`src/rtl/lotr_pkg.sv`:
```
// Shared types for the LOTR tile: C2F opcodes and the UART command parser
// encodings.
package lotr_pkg;

  typedef enum logic [1:0] {
    WR     = 2'd0,
    RD     = 2'd1,
    RD_RSP = 2'd2
  } t_opcode;

  localparam logic [7:0] UART_CMD_WR = 8'h57;
  localparam logic [7:0] UART_CMD_RD = 8'h52;

  typedef enum logic [2:0] {
    CMD_IDLE     = 3'd0,
    CMD_ADDR     = 3'd1,
    CMD_DATA     = 3'd2,
    CMD_ISSUE    = 3'd3,
    CMD_WAIT_RSP = 3'd4,
    CMD_SEND     = 3'd5
  } t_uart_cmd_state;

  // Byte idx of a word, counted from the most-significant end
  function automatic logic [7:0] byte_of(input logic [31:0] w, input logic [1:0] idx);
    logic [7:0] b;
    case (idx)
      2'd0:    b = w[31:24];
      2'd1:    b = w[23:16];
      2'd2:    b = w[15:8];
      default: b = w[7:0];
    endcase
    return b;
  endfunction

endpackage

```
`src/rtl/uart_cmd_parser.sv`:
```
// Turns host byte streams ('W'+addr+data, 'R'+addr) into single C2F requests
// and returns read data to the host as four bytes, MSB first.
module uart_cmd_parser
  import lotr_pkg::*;
#(
  parameter logic [1:0]  THREAD_ID    = 2'd0,
  parameter int unsigned BYTE_TIMEOUT = 20000
) (
  input  logic        clk,
  input  logic        rstn,
  input  logic        rx_byte_valid,
  input  logic [7:0]  rx_byte,
  output logic        tx_byte_valid,
  output logic [7:0]  tx_byte,
  input  logic        tx_ready,
  output logic        C2F_ReqValidQ500H,
  output t_opcode     C2F_ReqOpcodeQ500H,
  output logic [1:0]  C2F_ReqThreadIDQ500H,
  output logic [31:0] C2F_ReqAddressQ500H,
  output logic [31:0] C2F_ReqDataQ500H,
  input  logic        C2F_RspStall,
  input  logic        C2F_RspValidQ502H,
  input  t_opcode     C2F_RspOpcodeQ502H,
  input  logic [1:0]  C2F_RspThreadIDQ502H,
  input  logic [31:0] C2F_RspDataQ502H,
  output logic        busy,
  output logic        cmd_err
);

  localparam int unsigned TMO_W = $clog2(BYTE_TIMEOUT + 1);

  t_uart_cmd_state state_q, state_d;
  t_opcode         op_q, op_d;
  logic [1:0]      cnt_q, cnt_d;
  logic [31:0]     addr_q, addr_d;
  logic [31:0]     data_q, data_d;
  logic [TMO_W-1:0] tmo_q, tmo_d;
  logic            err_q, err_d;
  logic            busy_q, busy_d;
  logic            req_valid_q, req_valid_d;
  t_opcode         req_op_q, req_op_d;
  logic [31:0]     req_addr_q, req_addr_d;
  logic [31:0]     req_data_q, req_data_d;
  logic            tx_valid_q, tx_valid_d;
  logic [7:0]      tx_byte_q, tx_byte_d;

  logic [31:0] addr_shift_c;
  logic [31:0] data_shift_c;
  logic        rsp_match_c;
  logic        tmo_hit_c;

  assign addr_shift_c = {addr_q[23:0], rx_byte};
  assign data_shift_c = {data_q[23:0], rx_byte};
  assign rsp_match_c  = C2F_RspValidQ502H && (C2F_RspOpcodeQ502H == RD_RSP) &&
                        (C2F_RspThreadIDQ502H == THREAD_ID);
  assign tmo_hit_c    = (tmo_q == TMO_W'(BYTE_TIMEOUT));

  always_ff @(posedge clk or negedge rstn) begin
    if (!rstn) begin
      state_q     <= CMD_IDLE;
      op_q        <= WR;
      cnt_q       <= 2'd0;
      addr_q      <= 32'd0;
      data_q      <= 32'd0;
      tmo_q       <= '0;
      err_q       <= 1'b0;
      busy_q      <= 1'b0;
      req_valid_q <= 1'b0;
      req_op_q    <= WR;
      req_addr_q  <= 32'd0;
      req_data_q  <= 32'd0;
      tx_valid_q  <= 1'b0;
      tx_byte_q   <= 8'd0;
    end else begin
      state_q     <= state_d;
      op_q        <= op_d;
      cnt_q       <= cnt_d;
      addr_q      <= addr_d;
      data_q      <= data_d;
      tmo_q       <= tmo_d;
      err_q       <= err_d;
      busy_q      <= busy_d;
      req_valid_q <= req_valid_d;
      req_op_q    <= req_op_d;
      req_addr_q  <= req_addr_d;
      req_data_q  <= req_data_d;
      tx_valid_q  <= tx_valid_d;
      tx_byte_q   <= tx_byte_d;
    end
  end

  always_comb begin
    state_d     = state_q;
    op_d        = op_q;
    cnt_d       = cnt_q;
    addr_d      = addr_q;
    data_d      = data_q;
    tmo_d       = tmo_q;
    err_d       = err_q;
    req_valid_d = req_valid_q;
    req_op_d    = req_op_q;
    req_addr_d  = req_addr_q;
    req_data_d  = req_data_q;
    tx_valid_d  = tx_valid_q;
    tx_byte_d   = tx_byte_q;

    case (state_q)
      CMD_IDLE: begin
        if (rx_byte_valid) begin
          if (rx_byte == UART_CMD_WR) begin
            op_d    = WR;
            cnt_d   = 2'd0;
            tmo_d   = '0;
            state_d = CMD_ADDR;
          end else if (rx_byte == UART_CMD_RD) begin
            op_d    = RD;
            cnt_d   = 2'd0;
            tmo_d   = '0;
            state_d = CMD_ADDR;
          end else begin
            err_d = 1'b1;
          end
        end
      end

      CMD_ADDR: begin
        // An arriving byte takes priority over an expiring timeout
        if (rx_byte_valid) begin
          addr_d = addr_shift_c;
          tmo_d  = '0;
          cnt_d  = 2'(cnt_q + 2'd1);
          if (cnt_q == 2'd3) begin
            if (op_q == WR) begin
              state_d = CMD_DATA;
            end else begin
              state_d     = CMD_ISSUE;
              req_valid_d = 1'b1;
              req_op_d    = RD;
              req_addr_d  = addr_shift_c;
              req_data_d  = 32'd0;
            end
          end
        end else if (tmo_hit_c) begin
          state_d = CMD_IDLE;
          err_d   = 1'b1;
          tmo_d   = '0;
        end else begin
          tmo_d = tmo_q + TMO_W'(1);
        end
      end

      CMD_DATA: begin
        if (rx_byte_valid) begin
          data_d = data_shift_c;
          tmo_d  = '0;
          cnt_d  = 2'(cnt_q + 2'd1);
          if (cnt_q == 2'd3) begin
            state_d     = CMD_ISSUE;
            req_valid_d = 1'b1;
            req_op_d    = WR;
            req_addr_d  = addr_q;
            req_data_d  = data_shift_c;
          end
        end else if (tmo_hit_c) begin
          state_d = CMD_IDLE;
          err_d   = 1'b1;
          tmo_d   = '0;
        end else begin
          tmo_d = tmo_q + TMO_W'(1);
        end
      end

      CMD_ISSUE: begin
        if (!C2F_RspStall) begin
          req_valid_d = 1'b0;
          state_d     = (op_q == WR) ? CMD_IDLE : CMD_WAIT_RSP;
        end
      end

      CMD_WAIT_RSP: begin
        if (rsp_match_c) begin
          data_d     = C2F_RspDataQ502H;
          tx_valid_d = 1'b1;
          tx_byte_d  = C2F_RspDataQ502H[31:24];
          cnt_d      = 2'd0;
          state_d    = CMD_SEND;
        end
      end

      CMD_SEND: begin
        if (tx_valid_q && tx_ready) begin
          if (cnt_q == 2'd3) begin
            tx_valid_d = 1'b0;
            state_d    = CMD_IDLE;
          end else begin
            cnt_d     = 2'(cnt_q + 2'd1);
            tx_byte_d = byte_of(data_q, 2'(cnt_q + 2'd1));
          end
        end
      end

      default: state_d = CMD_IDLE;
    endcase

    // Host bytes cannot be buffered while a command is in flight
    if (rx_byte_valid && (state_q == CMD_ISSUE || state_q == CMD_WAIT_RSP ||
                          state_q == CMD_SEND)) begin
      err_d = 1'b1;
    end

    busy_d = (state_d != CMD_IDLE);
  end

  assign C2F_ReqValidQ500H    = req_valid_q;
  assign C2F_ReqOpcodeQ500H   = req_op_q;
  assign C2F_ReqThreadIDQ500H = THREAD_ID;
  assign C2F_ReqAddressQ500H  = req_addr_q;
  assign C2F_ReqDataQ500H     = req_data_q;
  assign tx_byte_valid        = tx_valid_q;
  assign tx_byte              = tx_byte_q;
  assign busy                 = busy_q;
  assign cmd_err              = err_q;

endmodule

```
`config.mk`:
```
export PLATFORM = sky130hd
export DESIGN_NAME = uart_cmd_parser
export DESIGN_NICKNAME = d
export VERILOG_FILES = /design/src/rtl/lotr_pkg.sv /design/src/rtl/uart_cmd_parser.sv
export SDC_FILE = /design/constraint.sdc
export NUM_CORES = 1
export LEC_CHECK = 0
export ABC_AREA = 1
export BUFFER_PORTS_ARGS = -buffer_cell sky130_fd_sc_hd__buf_2
export CORE_ASPECT_RATIO = 1.4
export CORE_MARGIN = 2
export CORE_UTILIZATION = 39
export DETAILED_ROUTE_END_ITERATION = 7
export SYNTH_ARGS = -nofsm -noshare
export SYNTH_HDL_FRONTEND = slang
export SYNTH_SLANG_ARGS = --single-unit
export TNS_END_PERCENT = 1
```
`constraint.sdc`:
```
create_clock -name clk -period 4.1 [get_ports clk]
set_clock_uncertainty 0.1 [all_clocks]
set_input_delay 0.41 -clock clk [delete_from_list [all_inputs] [get_ports clk]]
set_output_delay 0.41 -clock clk [all_outputs]
set_load 0.05 [all_outputs]
```
Yosys cells after proc, flatten, opt, wreduce, memory -nomap -nowiden
Index checks and enable logic that the tools add are counted.
{"block": "classes", "n_eq_ne": 30, "n_mux": 75, "n_reduce_logical": 30, "n_addsub": 2}
{"cell": "$mux 32", "n": 12}
{"cell": "$pmux 32 s2", "n": 3}
{"cell": "$mux 15", "n": 5}
{"cell": "$mux 3", "n": 13}
{"cell": "$pmux 15 s2", "n": 1}
{"cell": "$mux 2", "n": 14}
{"cell": "$mux 8", "n": 3}
{"cell": "$pmux 8 s3", "n": 1}
{"cell": "$ne 2x2->1 const B", "n": 11}
{"cell": "$pmux 3 s6", "n": 1}
{"cell": "$eq 8x7->1 const B", "n": 2}
{"cell": "$mux 1", "n": 16}
{"cell": "$pmux 8 s2", "n": 1}
{"cell": "$add 15x1->15 const B", "n": 1}
{"cell": "$eq 15x15->1 const B", "n": 1}
{"cell": "$reduce_and 7->1", "n": 2}
{"cell": "$ne 3x3->1 const B", "n": 4}
{"cell": "$reduce_and 6->1", "n": 2}
{"cell": "$reduce_bool 2->1", "n": 5}
{"cell": "$reduce_and 3->1", "n": 3}
{"cell": "$reduce_bool 3->1", "n": 3}
{"cell": "$pmux 2 s4", "n": 1}
{"cell": "$reduce_and 4->1", "n": 2}
{"cell": "$eq 2x2->1 const B", "n": 3}
{"cell": "other kinds (18)", "n": 27}
{"block": "totals", "input_bits": 50, "ff_bits": 164, "elab_cells": 151, "output_inout_bits": 80}

Depth between registers and ports, before layout
Gate-level depths: netlist (run 1).
{"block": "logic_depth", "ltp_word": 6, "ltp_mapped": 11, "depth_no_buf": 11}

Worst setup path after synthesis (run 1)
No wires, ideal clock.
{"block": "synth_timing", "path_type": "register to register", "start": "register tx_valid_q, in the netlist tx_byte_valid", "end": "register tx_byte_q[5], in the netlist tx_byte[5]", "t_required_ns": 3.869, "t_arrival_ns": 1.485, "slack_ns": 2.384, "stages_incl_launch_ff": 7, "cell_sequence": "dfrtp_1 > nand2_1 > o21ai_0 > nand3_1 > clkbuf_1 > nand2_1 > o21ai_0"}
{"block": "synth_between", "elab_chain_len": 3}
{"element": "start: declaration", "line_no": "uart_cmd_parser.sv:44", "text": "logic tx_valid_q, tx_valid_d;"}
{"element": "start signal: assignment", "line_no": "uart_cmd_parser.sv:87", "text": "tx_valid_q <= tx_valid_d;"}
{"element": "$logic_and 1x1->1", "line_no": "uart_cmd_parser.sv:191", "text": "if (tx_valid_q && tx_ready) begin"}
{"element": "$ne 2x2->1 (no source line)"}
{"element": "$reduce_and 4->1 (no source line)"}
{"element": "end signal: assignment", "line_no": "uart_cmd_parser.sv:88", "text": "tx_byte_q <= tx_byte_d;"}
{"element": "end: declaration", "line_no": "uart_cmd_parser.sv:45", "text": "logic [7:0] tx_byte_q, tx_byte_d;"}
Every way passes these cells.
A chain may end at the register's enable or synchronous reset.

Worst setup path in the final report (run 1)
{"block": "layout_timing", "start": "register state_q[2]", "end": "register data_q[24]"}
{"block": "layout_between", "elab_chain_len": 3, "elab_cells_between_ends": 7, "classes_between": "eq/ne (4); mux (1); reduce/logical (2)"}
{"element": "start: declaration", "line_no": "uart_cmd_parser.sv:32", "text": "t_uart_cmd_state state_q, state_d;"}
{"element": "start signal: assignment", "line_no": "uart_cmd_parser.sv:75", "text": "state_q <= state_d;"}
{"element": "$eq 3x2->1 / $eq 3x3->1 (equally long branches)", "line_no": "uart_cmd_parser.sv:107", "text": "case (state_q)"}
{"element": "$ne 2x2->1 (no source line) / $reduce_bool 2->1 (equally long branches)"}
{"element": "$reduce_and 3->1 (no source line)"}
{"element": "end signal: assignment", "line_no": "uart_cmd_parser.sv:79", "text": "data_q <= data_d;"}
{"element": "end: declaration", "line_no": "uart_cmd_parser.sv:36", "text": "logic [31:0] data_q, data_d;"}
Parallel ways exist; a longest one is shown, timed or not.

==> flow_metrics.py, run 1 <==
metrics = {
    "logic_synthesis": {
        "ys_seq_area_frac": 0.5259,
        "synth_edf_count": 0,
        "synth_top_area_share": 0.5259,
        "ys_seq_elements": 162,
        "yosys.cell_count.top_type": "nand2_1",
        "yosys-top-cells-count": "nand2_1 (302), o21ai_0 (202), dfrtp_1 (162)",
        "synth-main-ff-cell": "dfrtp_1",
        "netlist_instances": 974,
        "avgSynthCellArea_um2": 7.914,
        "netlist_area_um2": 7709,
        "synthArstFlopShare": 1.000,
        "synth_top_area_cell": "dfrtp_1",
        "synth.area.top_cells": "dfrtp_1 (53%), nand2_1 (15%), o21ai_0 (13%), inv_1 (4.4%), nor2_1 (2.2%)",
        "yosysWarnings": 0,
        "synth_cell_types": 31,
    },
    "floorplan": {
        "dieArea_um2": 20920,
        "rows": 60,
        "core_area_um2": 19290,
        "die_w_um": 122.8,
        "num_io_pins": 130,
        "die_h_um": 170.4,
        "start_util": 0.3995,
    },
    "power": {
        "p_per_area_nw_per_um2": 612.9,
        "intPower_uw": 3440,
        "clkPwrFrac": 0.287,
        "peakVddDrop_v": 0.0002369,
        "finalPower_uw": 5572,
        "switchingPower_uw": 2132,
        "switching_share": 0.3826,
        "p_comb_frac": 0.308,
        "seq_power_share": 0.406,
        "p_leak_uw": 0.004514,
    },
    "cells_and_area": {
        "final_util": 0.4711,
        "num-nets-final": 1132,
        "synthToLayoutAreaGrowth_pct": 17.92,
        "diodes": 0,
        "layout-drive-gt1-share": 0.1581,
        "final_cell_count_no_fill": 1336,
    },
    "drt": {
        "met1_length_mm": 8.711,
        "wl_met3_um": 980,
        "dr.max_layer_used": "met4",
        "vias": 6594,
        "ant_nets": 0,
        "drt-vias-per-instance": 4.936,
        "drc_errors": 0,
        "wl_mm": 20.46,
        "wl_per_cell_um": 15.31,
        "drt_first_pass_iters": 5,
        "first_iter_violations": 397,
        "route.met2.wl_mm": 10.25,
    },
    "clock_network": {
        "cts_tree": "done",
        "clk_pin_slew_ps": 60,
        "clockBufferDepth": 2,
        "clkSinkCount": 162,
        "cts_root_buffer": "clkbuf_16",
        "cts_max_level": 4,
        "insertion_delay_ps": 430,
        "ctsResizeCount": 0,
        "cts_hold_buf": 0,
        "cts_buffers": 17,
        "cts_setup_buffers": 0,
    },
    "sta": {
        "max_freq_mhz": 358.1,
        "finalCritPeriodShare": 0.6811,
        "rsz0062_at_grt": "false",
        "max_slew_margin": 0.2498,
        "whs_ps": -35.10,
        "hold_viol_final": 13,
        "period_minus_slack_ps": 2793,
        "tns_ps": 0,
        "setup-violations-final": 0,
        "tightestPinTransition_ps": 1123,
        "drv_slew": 0,
    },
    "global_routing": {
        "track_usage": 0.2060,
        "grt_overflow_total": 0,
        "antenna_found_initial": 0,
        "grt_pass1_vias": 6439,
        "grt_max_degree": 106,
        "grt_pass1_wl_mm": 33.40,
    },
    "setup_path": {
        "reg2reg_from": "state_q[2]",
        "cp_common_cell": "buf_4",
        "cp-endpoint": "data_q[24]",
        "path_cells": "nor3_4, buf_4, inv_2, o21ai_4, buf_4, nor2_1, a21oi_1",
        "cp.required_ps": 4350,
        "worst-path-stages": 7,
        "worstSetupPathType": "flip-flop to flip-flop",
        "cp_max_fo": 50,
        "r2r_cells": 7,
        "rr_endpoint": "data_q[24]",
        "cp-startpoint": "state_q[2]",
        "cp_slowest_cell": "o21ai_4",
        "cp-end-kind": "flip-flop",
        "path_delay_family": "buffers and inverters",
        "crit_arrival_ps": 3050,
        "start_kind": "flip-flop",
        "path_buf_inv": 3,
        "slowest_delay_ps": 650,
        "r2r_slack_ps": 1310,
    },
    "placement": {
        "gp_congestion": 0.8680,
        "dp_cells": 1304,
        "portBuffers": 126,
        "place_hpwl_mm": 14.28,
    },
    "min_path": {
        "hold_class": "input pin to asynchronous set/reset pin",
    },
    "outcome": {
        "outcome": "complete, but fails checks",
        "violations": "negative hold slack",
    },
    "job": {
        "maxCapViolations": 0,
    },
}
[layout make-up]
class,count,area [um2]
Clock buffer,21,460.4
Clock inverter,11,126.4
Fill cell,1951,10200
Inverter,94,352.8
Multi-Input combinational cell,668,3092
Sequential cell,162,4054
Tap cell,248,310.3
Timing Repair Buffer,132,694.4
[layout by cell type, fill, tap and decap left out, drive strengths merged]
master	synthesis	layout
clkinv	1	4
nand2	302	302
inv	93	96
nor3	3	3
nor2	48	48
conb	1	3
bufinv	0	2
ha	7	7
dfrtp	162	162
nand3b	2	2
a22oi	8	8
nand4	11	11
o21ai	204	204
clkinvlp	0	3
xnor2	1	1
nand3	35	35
buf	27	132
clkbuf	25	21
and3	1	1
xor2	2	2
o21bai	3	3
o21a	9	9
o211ai	2	2
a21oi	26	26
or2	1	1
[state kept, by name, summed over array words and instances (netlist names), 2 cells and up]
name / cells
C2F_ReqAddressQ500H: 32
C2F_ReqDataQ500H: 32
addr_q: 32
cnt_q: 2
data_q: 32
state_q: 3
tmo_q: 15
tx_byte: 8
[cell families after synthesis]
family,Yosys count,synth area share
compound gates,252,0.1722
flops,162,0.5259
simple gates,403,0.2102
other cells,1,0.0004865
buf+inv,146,0.07645
xor+xnor,3,0.003409
fa+ha+maj,7,0.01136
[worst min-delay path by stage]
stage          cells after the start                     end  slack (ps)
6_report                           1    C2F_ReqDataQ500H[13]         -40
5_1_grt                            1    C2F_ReqDataQ500H[13]          90
4_1_cts                            1    C2F_ReqDataQ500H[13]          50
3_5_place_dp                       2              addr_q[29]         370
3_3_place_gp                       2       C2F_ReqValidQ500H         360
2_1_floorplan                      0  C2F_ReqAddressQ500H[0]          10
[metrics by stage]
step	cell area [um2]	hold WS, ps	worst slack [ps]
after global routing	9090	94.43	1002
after detailed placement	8503	367.9	1320
after floorplan	7716	14.41	2384
final	9090	-35.10	1307
after global placement	8503	355.5	1372
after CTS	9090	53.98	1318
[power by group through the flow]
stage                     Combinational (uW)  Sequential [uW]  Clock, uW
after floorplan                         1000             2470          0
after global placement                  1710             2280          0
after detailed placement                1720             2290          0
after CTS                               1730             2260       1620
after global routing                    1950             2310       1700
final                                   1710             2260       1600
[metal layers]
metal  vias up  global-route usage
li1       3348                   -
met1      3044              0.2674
met2       171              0.3421
met3        31             0.03653
met4         0             0.07496
met5         -                   0
No activity file was read; power rests on OpenSTA's default activity.
==> run 2, diff against run 1 <==
==> constraint.sdc (replaced) <==
create_clock -name clk -period 2.3 [get_ports clk]
set_clock_uncertainty 0.1 [all_clocks]
set_input_delay 0.23 -clock clk [delete_from_list [all_inputs] [get_ports clk]]
set_output_delay 0.23 -clock clk [all_outputs]
set_load 0.05 [all_outputs]
==> flow_metrics.py, run 2 (synthesis results as in run 1) <==
metrics = {
    "cells_and_area": {
        "num-nets-final": 1147,
        "diodes": 0,
        "synthToLayoutAreaGrowth_pct": 21.02,
        "final_cell_mix": "nand2_1 (302), o21ai_0 (202), dfrtp_1 (162), buf_2 (125), inv_1 (90)",
        "fillers": 1901,
        "finalInstanceArea_um2": 9329,
        "layout_commonest_cell": "nand2_1",
        "seq_area_um2": 4054,
        "final_util": 0.4835,
        "multi_input_area_um2": 3092,
        "layout-drive-gt1-share": 0.1704,
    },
    "min_path": {
        "min-delay-start": "C2F_RspStall",
        "hold_class": "input pin to flip-flop",
    },
    "power": {
        "intPower_uw": 6432,
        "switchingPower_uw": 3845,
        "p_per_area_nw_per_um2": 1102,
        "finalPower_uw": 10280,
        "clkPwrFrac": 0.304,
        "p_leak_uw": 0.004637,
        "p_comb_frac": 0.305,
        "seq_power_share": 0.391,
        "switching_share": 0.3742,
        "peakVddDrop_v": 0.0004719,
    },
    "placement": {
        "dpl_cell_area_um2": 8671,
        "gp_congestion": 0.9007,
        "portBuffers": 126,
        "place_hpwl_mm": 14.69,
    },
    "setup_path": {
        "cp.required_ps": 2540,
        "crit_arrival_ps": 2200,
        "cp_max_fo": 33,
        "cp-end-kind": "flip-flop",
        "cp-startpoint": "state_q[2]",
        "start_kind": "flip-flop",
        "reg2reg_from": "state_q[2]",
        "worstSetupPathType": "flip-flop to flip-flop",
    },
    "global_routing": {
        "grt_pass1_wl_mm": 33.95,
        "antenna_found_initial": 0,
        "grt_pass1_vias": 6582,
        "track_usage": 0.2098,
        "grt_overflow_total": 0,
        "grt_max_degree": 65,
    },
    "drt": {
        "vias": 6660,
        "wl_mm": 20.50,
        "wl_per_cell_um": 15.17,
        "ant_nets": 0,
        "drt-vias-per-instance": 4.930,
        "first_iter_violations": 433,
        "drt_first_pass_iters": 5,
        "drc_errors": 0,
    },
    "sta": {
        "period_minus_slack_ps": 1964,
        "setup-violations-final": 0,
        "hold_viol_final": 0,
        "tightestPinTransition_ps": 597.8,
        "drv_slew": 0,
        "max_slew_margin": 0.6015,
        "finalCritPeriodShare": 0.8541,
        "tns_ps": 0,
        "rsz0062_at_grt": "false",
        "max_freq_mhz": 509.1,
    },
    "floorplan": {
        "dieArea_um2": 20920,
        "die_w_um": 122.8,
        "core_area_um2": 19290,
        "rows": 60,
        "die_h_um": 170.4,
        "start_util": 0.3995,
        "num_io_pins": 130,
    },
    "clock_network": {
        "cts_max_level": 4,
        "clk_pin_slew_ps": 60,
        "cts_buffers": 17,
        "cts_root_buffer": "clkbuf_16",
        "insertion_delay_ps": 430,
        "ctsResizeCount": 0,
        "cts_tree": "done",
        "clkSinkCount": 162,
        "clockBufferDepth": 2,
    },
    "outcome": {
        "outcome": "complete, no violations",
    },
    "job": {
        "maxCapViolations": 0,
    },
}
-- run 2: cell types whose count changed in the layout (fill, tap and decap cells not counted) --
cell,before,now
buf_12,1,6
buf_4,5,14
bufinv_16,2,4
clkbuf_1,2,0
clkinv_2,3,1
clkinv_4,0,1
clkinvlp_4,3,2
dlygate4sd3_1,0,1
inv_6,2,4
-- run 2: power groups by stage --
| stage | combinational [uW] | sequential, uW | clock [uW] |
|---|---|---|---|
| after floorplan | 1790 | 4410 | 0 |
| after global placement | 3120 | 4040 | 0 |
| after detailed placement | 3150 | 4070 | 0 |
| after CTS | 3170 | 4020 | 3190 |
| after global routing | 3570 | 4100 | 3320 |
| final | 3130 | 4010 | 3130 |
-- run 2: layer usage --
layer  wire length [um]  share of wire  GRT usage
met1               8760           0.43     0.2672
met3                953          0.046    0.04558
met2              10410           0.51     0.3553
met4                374          0.018    0.06147
met5                  0              0          0
-- run 2: layout make-up --
cell class / instances / share of cell area
clock inverters: 13 / 0.02092
inverters: 94 / 0.03782
flip-flops and latches: 162 / 0.4345
well taps: 248 / 0.03326
multi-input cells: 668 / 0.3314
repair buffers: 147 / 0.09348
clock buffers: 19 / 0.04855
-- run 2: worst max-delay path: stages (launching register included) --
cell	delay, ps
dfrtp_1	500
inv_2	140
nand2_1	100
nor2_2	170
nand3_4	230
inv_1	130
nand2_1	60
buf_4	240
o21ai_0	200
-- run 2: timing repair --
item / 4_1_cts / 5_1_grt
hold endpoints to repair: 57 / 0
buffers inserted: 0 / 0
hold buffers: 1 / 0
-- run 2: path summary, 6_finish.rpt --
path / endpoint / slack [ps] / cells past startpoint
max: C2F_ReqDataQ500H[23] / 340 / 8
min: state_q[2] / 9 / 2
max reg2reg: C2F_ReqDataQ500H[23] / 340 / 8
min reg2reg: C2F_ReqValidQ500H / 370 / 2
max in group asynchronous: tmo_q[11] / 1300 / 3
min in group asynchronous: C2F_ReqDataQ500H[0] / 180 / 2
-- run 2: metrics by stage --
step | std cells | hold slack (ps) | setup WS (ps)
floorplan | 976 | -165.6 | 584.0
global placement | 1318 | 61.64 | 394.2
detailed placement | 1318 | 64.29 | 314.8
CTS | 1351 | 1.056 | 319.7
global route | 1351 | 16.99 | 84.20
finish | 1351 | 9.037 | 335.7
